==> config.mk <==
export PLATFORM = sky130hd
export DESIGN_NAME = usb_rx_core
export DESIGN_NICKNAME = d
export VERILOG_FILES = /design/src/rtl/usb_rx_core.sv
export SDC_FILE = /design/constraint.sdc
export NUM_CORES = 1
export LEC_CHECK = 0
export BUFFER_PORTS_ARGS = -buffer_cell sky130_fd_sc_hd__buf_4
export CORE_MARGIN = 2
export CORE_UTILIZATION = 35
export DETAILED_ROUTE_END_ITERATION = 8
export PLACE_DENSITY_LB_ADDON = 0.12
export SYNTH_ARGS = -nofsm -noshare
export SYNTH_HDL_FRONTEND = slang
export SYNTH_SLANG_ARGS = --single-unit
==> constraint.sdc <==
create_clock -name clk -period 4.4 [get_ports clk]
set_input_delay 0.44 -clock clk [delete_from_list [all_inputs] [get_ports clk]]
set_output_delay 0.44 -clock clk [all_outputs]
set_load 0.01 [all_outputs]
==> src/rtl/usb_rx_core.sv <==
// usb_rx_core: full-speed USB receiver from raw D+/D- pads to a byte FIFO.
//   Chain: 2-FF synchroniser, edge detect, bit timer, NRZI decode, SYNC check,
//   receive FSM and a show-ahead byte FIFO with overflow and fill-level reporting.
// Ports:
//   clk      in   system clock, rising edge
//   n_rst    in   asynchronous active-low reset
//   d_plus   in   raw D+ (asynchronous)
//   d_minus  in   raw D- (asynchronous)
//   r_enable in   pop one byte from the FIFO
//   r_data   out  FIFO head byte, valid when !empty
//   empty    out  FIFO empty
//   full     out  FIFO full
//   count    out  FIFO fill level
//   rcving   out  packet in progress
//   r_error  out  sticky packet error, cleared when the next packet starts
// Option: define USB_RX_BITSTUFF_EN to discard the bit following six consecutive ones
//   and flag an error if that bit is a one.
module usb_rx_core #(
    parameter int         CLKS_PER_BIT = 8,
    parameter int         FIFO_DEPTH   = 8,
    parameter logic [7:0] SYNC_BYTE    = 8'h80
) (
    input  logic                        clk,
    input  logic                        n_rst,
    input  logic                        d_plus,
    input  logic                        d_minus,
    input  logic                        r_enable,
    output logic [7:0]                  r_data,
    output logic                        empty,
    output logic                        full,
    output logic [$clog2(FIFO_DEPTH):0] count,
    output logic                        rcving,
    output logic                        r_error
);
    localparam int AW = $clog2(FIFO_DEPTH);
    localparam int TW = $clog2(CLKS_PER_BIT);
    localparam logic [TW-1:0] T_MID  = TW'(CLKS_PER_BIT / 2 - 1);
    localparam logic [TW-1:0] T_END  = TW'(CLKS_PER_BIT - 1);
    localparam logic [AW:0]   C_FULL = (AW + 1)'(FIFO_DEPTH);
    localparam logic [2:0] S_IDLE = 3'd0;
    localparam logic [2:0] S_SYNC = 3'd1;
    localparam logic [2:0] S_RECV = 3'd2;
    localparam logic [2:0] S_EOPW = 3'd3;
    localparam logic [2:0] S_ERRW = 3'd4;

    logic          r_dp_meta, r_dp_s, r_dm_meta, r_dm_s, r_dp_prev, r_prev_lvl, r_seen_eop;
    logic [TW-1:0] r_tmr;
    logic [7:0]    r_shift;
    logic [2:0]    r_bit_cnt, r_state, w_next;
    logic [7:0]    r_mem [FIFO_DEPTH];
    logic [AW-1:0] r_wr_ptr, r_rd_ptr;
    logic [AW:0]   r_count;
    logic          w_eop, w_edge, w_j, w_start, w_shift_en, w_bit, w_sample, w_stuff, w_keep;
    logic          w_byte_done, w_stuff_err, w_push_req, w_pop, w_push, w_ovf;
    logic [7:0]    w_byte;

    assign w_eop       = !r_dp_s && !r_dm_s;
    assign w_edge      = r_dp_s ^ r_dp_prev;
    assign w_j         = r_dp_s && !w_eop;
    assign rcving      = r_state != S_IDLE;
    assign w_start     = (r_state == S_IDLE) && w_edge && !w_eop;
    assign w_shift_en  = rcving && (r_tmr == T_MID);
    assign w_bit       = r_dp_s == r_prev_lvl;
    // Only SYNC/RECV consume bits; an SE0 sample is an EOP marker, never data.
    assign w_sample    = w_shift_en && !w_eop && (r_state == S_SYNC || r_state == S_RECV);
    assign w_keep      = w_sample && !w_stuff;
    assign w_byte      = {w_bit, r_shift[7:1]};
    assign w_byte_done = w_keep && (r_bit_cnt == 3'd7);
    assign w_stuff_err = w_sample && w_stuff && w_bit;
    assign w_push_req  = (r_state == S_RECV) && w_byte_done;
    assign w_pop       = r_enable && (r_count != '0);
    assign w_push      = w_push_req && ((r_count != C_FULL) || w_pop);
    assign w_ovf       = w_push_req && (r_count == C_FULL) && !w_pop;
    assign r_data      = r_mem[r_rd_ptr];
    assign empty       = r_count == '0;
    assign full        = r_count == C_FULL;
    assign count       = r_count;

`ifdef USB_RX_BITSTUFF_EN
    logic [2:0] r_ones;
    assign w_stuff = r_ones == 3'd6;
    always_ff @(posedge clk or negedge n_rst) begin
        if (!n_rst) r_ones <= '0;
        else if (w_start) r_ones <= '0;
        else if (w_sample) r_ones <= (w_stuff || !w_bit) ? 3'd0 : r_ones + 3'd1;
    end
`else
    assign w_stuff = 1'b0;
`endif

    always_comb begin
        w_next = r_state;
        case (r_state)
            S_IDLE: w_next = w_start ? S_SYNC : S_IDLE;
            S_SYNC: if (w_eop || w_stuff_err) w_next = S_ERRW;
                    else if (w_byte_done) w_next = (w_byte == SYNC_BYTE) ? S_RECV : S_ERRW;
            S_RECV: if (w_shift_en && w_eop) w_next = (r_bit_cnt == 3'd0) ? S_EOPW : S_ERRW;
                    else if (w_stuff_err) w_next = S_ERRW;
            S_EOPW: if (w_j) w_next = S_IDLE;
            S_ERRW: if (r_seen_eop && w_j) w_next = S_IDLE;
            default: w_next = S_IDLE;
        endcase
    end

    always_ff @(posedge clk or negedge n_rst) begin
        if (!n_rst) begin
            r_dp_meta  <= 1'b1;
            r_dp_s     <= 1'b1;
            r_dm_meta  <= 1'b0;
            r_dm_s     <= 1'b0;
            r_dp_prev  <= 1'b1;
            r_prev_lvl <= 1'b1;
            r_tmr      <= '0;
            r_shift    <= '0;
            r_bit_cnt  <= '0;
            r_state    <= S_IDLE;
            r_seen_eop <= 1'b0;
            r_error    <= 1'b0;
        end else begin
            r_dp_meta  <= d_plus;
            r_dp_s     <= r_dp_meta;
            r_dm_meta  <= d_minus;
            r_dm_s     <= r_dm_meta;
            r_dp_prev  <= r_dp_s;
            r_tmr      <= (!rcving || w_edge || r_tmr == T_END) ? '0 : r_tmr + TW'(1);
            if (r_state == S_IDLE) r_prev_lvl <= 1'b1;
            else if (w_shift_en) r_prev_lvl <= w_eop ? 1'b1 : r_dp_s;
            if (w_keep) r_shift <= w_byte;
            if (w_start) r_bit_cnt <= '0;
            else if (w_keep) r_bit_cnt <= r_bit_cnt + 3'd1;
            r_state    <= w_next;
            // The leaving J only counts once the error path has actually seen SE0.
            r_seen_eop <= (r_state == S_ERRW) && (r_seen_eop || w_eop);
            r_error    <= w_start ? 1'b0 : (r_error || w_ovf || w_next == S_ERRW);
        end
    end

    always_ff @(posedge clk or negedge n_rst) begin
        if (!n_rst) begin
            for (int i = 0; i < FIFO_DEPTH; i++) r_mem[i] <= '0;
            r_wr_ptr <= '0;
            r_rd_ptr <= '0;
            r_count  <= '0;
        end else begin
            if (w_push) begin
                r_mem[r_wr_ptr] <= w_byte;
                r_wr_ptr        <= r_wr_ptr + AW'(1);
            end
            if (w_pop) r_rd_ptr <= r_rd_ptr + AW'(1);
            r_count <= r_count + (AW + 1)'(w_push) - (AW + 1)'(w_pop);
        end
    end
endmodule

==> flow_summary_export.csv <==
group,metric,value,unit
cts,cts_buffers,9,
worst_setup_path,cp.required,4.63,ns
synthesis,ys_ff_latch,98,
synthesis,synth.distinct_cells,41,
synthesis,yosysTopAreaCell,"dfrtp_1",
worst_setup_path,reg2reg_to,"count[2]$_DFF_PN0_",
die,ioPinCount,21,
timing,hold_violations,0,
synthesis,yosys.area_share.simple,0.0733,
final_layout,antenna_cells,0,
worst_setup_path,cp-end-kind,"flip-flop",
synthesis,synth_edf_count,0,
detailed_routing,first_pass_iters,4,
grt,antenna_found_initial,0,
timing,rsz0062_at_grt,"no",
worst_setup_path,setup.worst_path.start_class,"flip-flop",
cts,cts_resized,0,
timing,fmax,336,MHz
die,rows,42,
pwr,vdd.ir_drop.worst,0.149,mV
final_layout,nNetsFinal,355,
grt,grt_pass1_wl,15000,um
synthesis,async_flop_share,1.00,
cts,clkTransAtPathRegs,0.07,ns
cts,clk_latency,0.35,ns
synthesis,synthMuxAreaShare,0.282,
cts,h-tree-depth,3,
place,io_buffers,20,
outcome,outcome,"complete, no violations",
grt,grt_max_degree,64,
synthesis,synthAdderAreaFrac,0.0422,
place,placed_area,4920,um2
min_path,hp-class,"in -> async",
cts,hold_buffers,0,
synthesis,synth.top_cell.area_share,0.508,
detailed_routing,ant_nets,0,
cts,cts_root_buffer,"clkbuf_16",
grt,grt_overflow_total,0,
worst_setup_path,crit_path_max_fanout,10,
synthesis,ys_warn_count,0,
place,globalplace.congestion,0.742,
detailed_routing,viasPerCell,4.91,
cts,cts_tree,"built",
worst_setup_path,rrSetupSlack,1.43,ns
detailed_routing,drc_errors,0,
synthesis,synth.area.top_cells,"dfrtp_1, mux2_2, mux4_2",
synthesis,synth_compound_area_frac,0.0233,
worst_setup_path,cp_common_cell,"ha_1",
worst_setup_path,worst_path_max_delay_cell,"a2111oi_4",
synthesis,synth_top_flop_cell,"dfrtp_1",
worst_setup_path,slowest_delay,0.61,ns
timing,period_share,0.676,
timing,hold_ws,0.168,ns
grt,grt_pass1_vias,2633,
worst_setup_path,cp.arrival,3.21,ns
die,die_x,119,um
timing,maxSlewHeadroom,0.246,
die,die_h,119,um
synthesis,synth_xor_area_frac,0.0189,
synthesis,syn-num-nets,345,
final_layout,area_growth,12.1,%
synthesis,synth_top_family_by_area,"multiplexers",
final_layout,drive_gt1_frac,0.415,
flow_run,maxCapViolCount,0,
timing,finalCriticalPeriod,2.97,ns
grt,grt_usage,0.143,
cts,cts.sinks,98,
worst_setup_path,crit_chain,"ha_1, ha_1, nand2b_1, a2111oi_4, nand2_1, ha_1, inv_1, ha_1, fa_1, xor2_1",
detailed_routing,vias,2531,
synthesis,avgSynthCellArea,14.2,um2
synthesis,netlist_instances,325,
synthesis,yosys-top-cells-count,"dfrtp_1, mux2_2, mux4_2",
synthesis,yosysMostFrequentCell,"dfrtp_1",
die,fp.coreArea,13100,um2
place,place_hpwl,5740,um
timing,finalSetupTns,0,ns
worst_setup_path,r2r_start,"r_tmr[0]$_DFF_PN0_",
detailed_routing,post_drt_wl_per_cell,17.7,um
pwr,p_per_area,442,nW/um2
final_layout,final_area,5190,um2
worst_setup_path,cp-startpoint,"r_tmr[0]$_DFF_PN0_",
pwr,power_leakage,2.49,nW
cts,post_cts_buffers,0,
detailed_routing,wirelength,9140,um
timing,max_slew.worst_pin.slew,1.12,ns
final_layout,fillCellCount,1227,
timing,drv_slew,0,
die,die_area,14200,um2
worst_setup_path,cp-endpoint,"count[2]$_DFF_PN0_",
timing,finalSetupViolations,0,
worst_setup_path,path_class,"reg -> reg",
timing,skew,0.00661,ns
cts,clockBufferDepth,2,
synthesis,ys_seq_area_frac,0.531,
detailed_routing,first_iter_violations,149,
die,initial_utilization,0.354,
synthesis,syn_area,4630,um2
worst_setup_path,rr_worst_depth,10,
==> layout by cell type (no fill, tap or decap), types with 4 or more instances in the layout <==
cell type / netlist / routed
dfrtp_1: 94 / 94
nor2b_1: 4 / 4
clkbuf_1: 10 / 5
xnor2_1: 6 / 6
nand2b_1: 4 / 4
xor2_1: 4 / 4
ha_1: 14 / 14
clkbuf_16: 0 / 9
inv_1: 10 / 10
nand2_1: 11 / 11
mux2_2: 81 / 81
nor2_1: 11 / 11
dfstp_2: 4 / 4
buf_4: 1 / 22
mux4_2: 16 / 16
==> how the worst min path moves through the flow <==
stage / startpoint / endpoint
floorplan: n_rst / count[0]$_DFF_PN0_
global placement: r_dm_meta$_DFF_PN0_ / r_dm_s$_DFF_PN0_
detailed placement: r_dm_meta$_DFF_PN0_ / r_dm_s$_DFF_PN0_
CTS: d_plus / r_dp_meta$_DFF_PN1_
global route: d_plus / r_dp_meta$_DFF_PN1_
finish: n_rst / r_rd_ptr[2]$_DFFE_PN0P_
==> metrics by stage <==
step                      cells  power, W  worst slack, ns   util
after floorplan             325   0.00141             1.62      -
after global placement      500   0.00158             1.47  0.376
after detailed placement    500   0.00159             1.40  0.376
after CTS                   516   0.00234             1.41  0.397
after global routing        516   0.00244             1.14  0.397
final                       516   0.00229             1.43  0.397
==> registers in the layout, indices dropped and copies added (netlist names), 3 cells and up <==
register,cells
r_wr_ptr,3
r_mem,64
r_rd_ptr,3
count,4
r_tmr,3
r_bit_cnt,3
r_shift,7
r_state,3
==> per-layer routing <==
layer,global-route usage,vias up,share of wire
met2,0.213,21,0.46
met5,0,-,0
met4,0.0692,0,0.023
met1,0.201,1312,0.50
met3,0.0259,13,0.017
li1,-,1185,-
==> power breakdown <==
part	switching (W)	leakage, nW	internal [W]
sequential	0.000130	1.33	0.000968
clock	0.000325	0.131	0.000416
combinational	0.000221	1.03	0.000234
==> critical path, delay by kind of cell, from the launching register on <==
kind / cells / cell delay (ns)
buffers and inverters: 1 / 0.04
adder cells (fa/ha/maj): 5 / 1.29
AND/OR/NAND/NOR: 2 / 0.39
flip-flops: 1 / 0.35
XOR/XNOR: 1 / 0.17
AO/OA/AOI/OAI: 1 / 0.61
==> cells by family (layout without fill, tap and decap cells) <==
family | Yosys count | in the layout
AO/OA/AOI/OAI | 12 | 12
XOR/XNOR | 10 | 10
adder cells (fa/ha/maj) | 15 | 15
buffers and inverters | 33 | 48
flip-flops | 98 | 98
multiplexers | 100 | 100
AND/OR/NAND/NOR | 57 | 57
==> final cells by class <==
type / count / area (um2) / share of cell area
sequential: 98 / 2460 / 0.474
multi-input combinational: 194 / 2040 / 0.393
clock buffer: 16 / 272 / 0.0523
tap: 176 / 220 / 0.0424
timing repair buffer: 22 / 165 / 0.0318
inverter: 10 / 37.5 / 0.00723
Note: power is estimated with default switching activity, not from simulation.
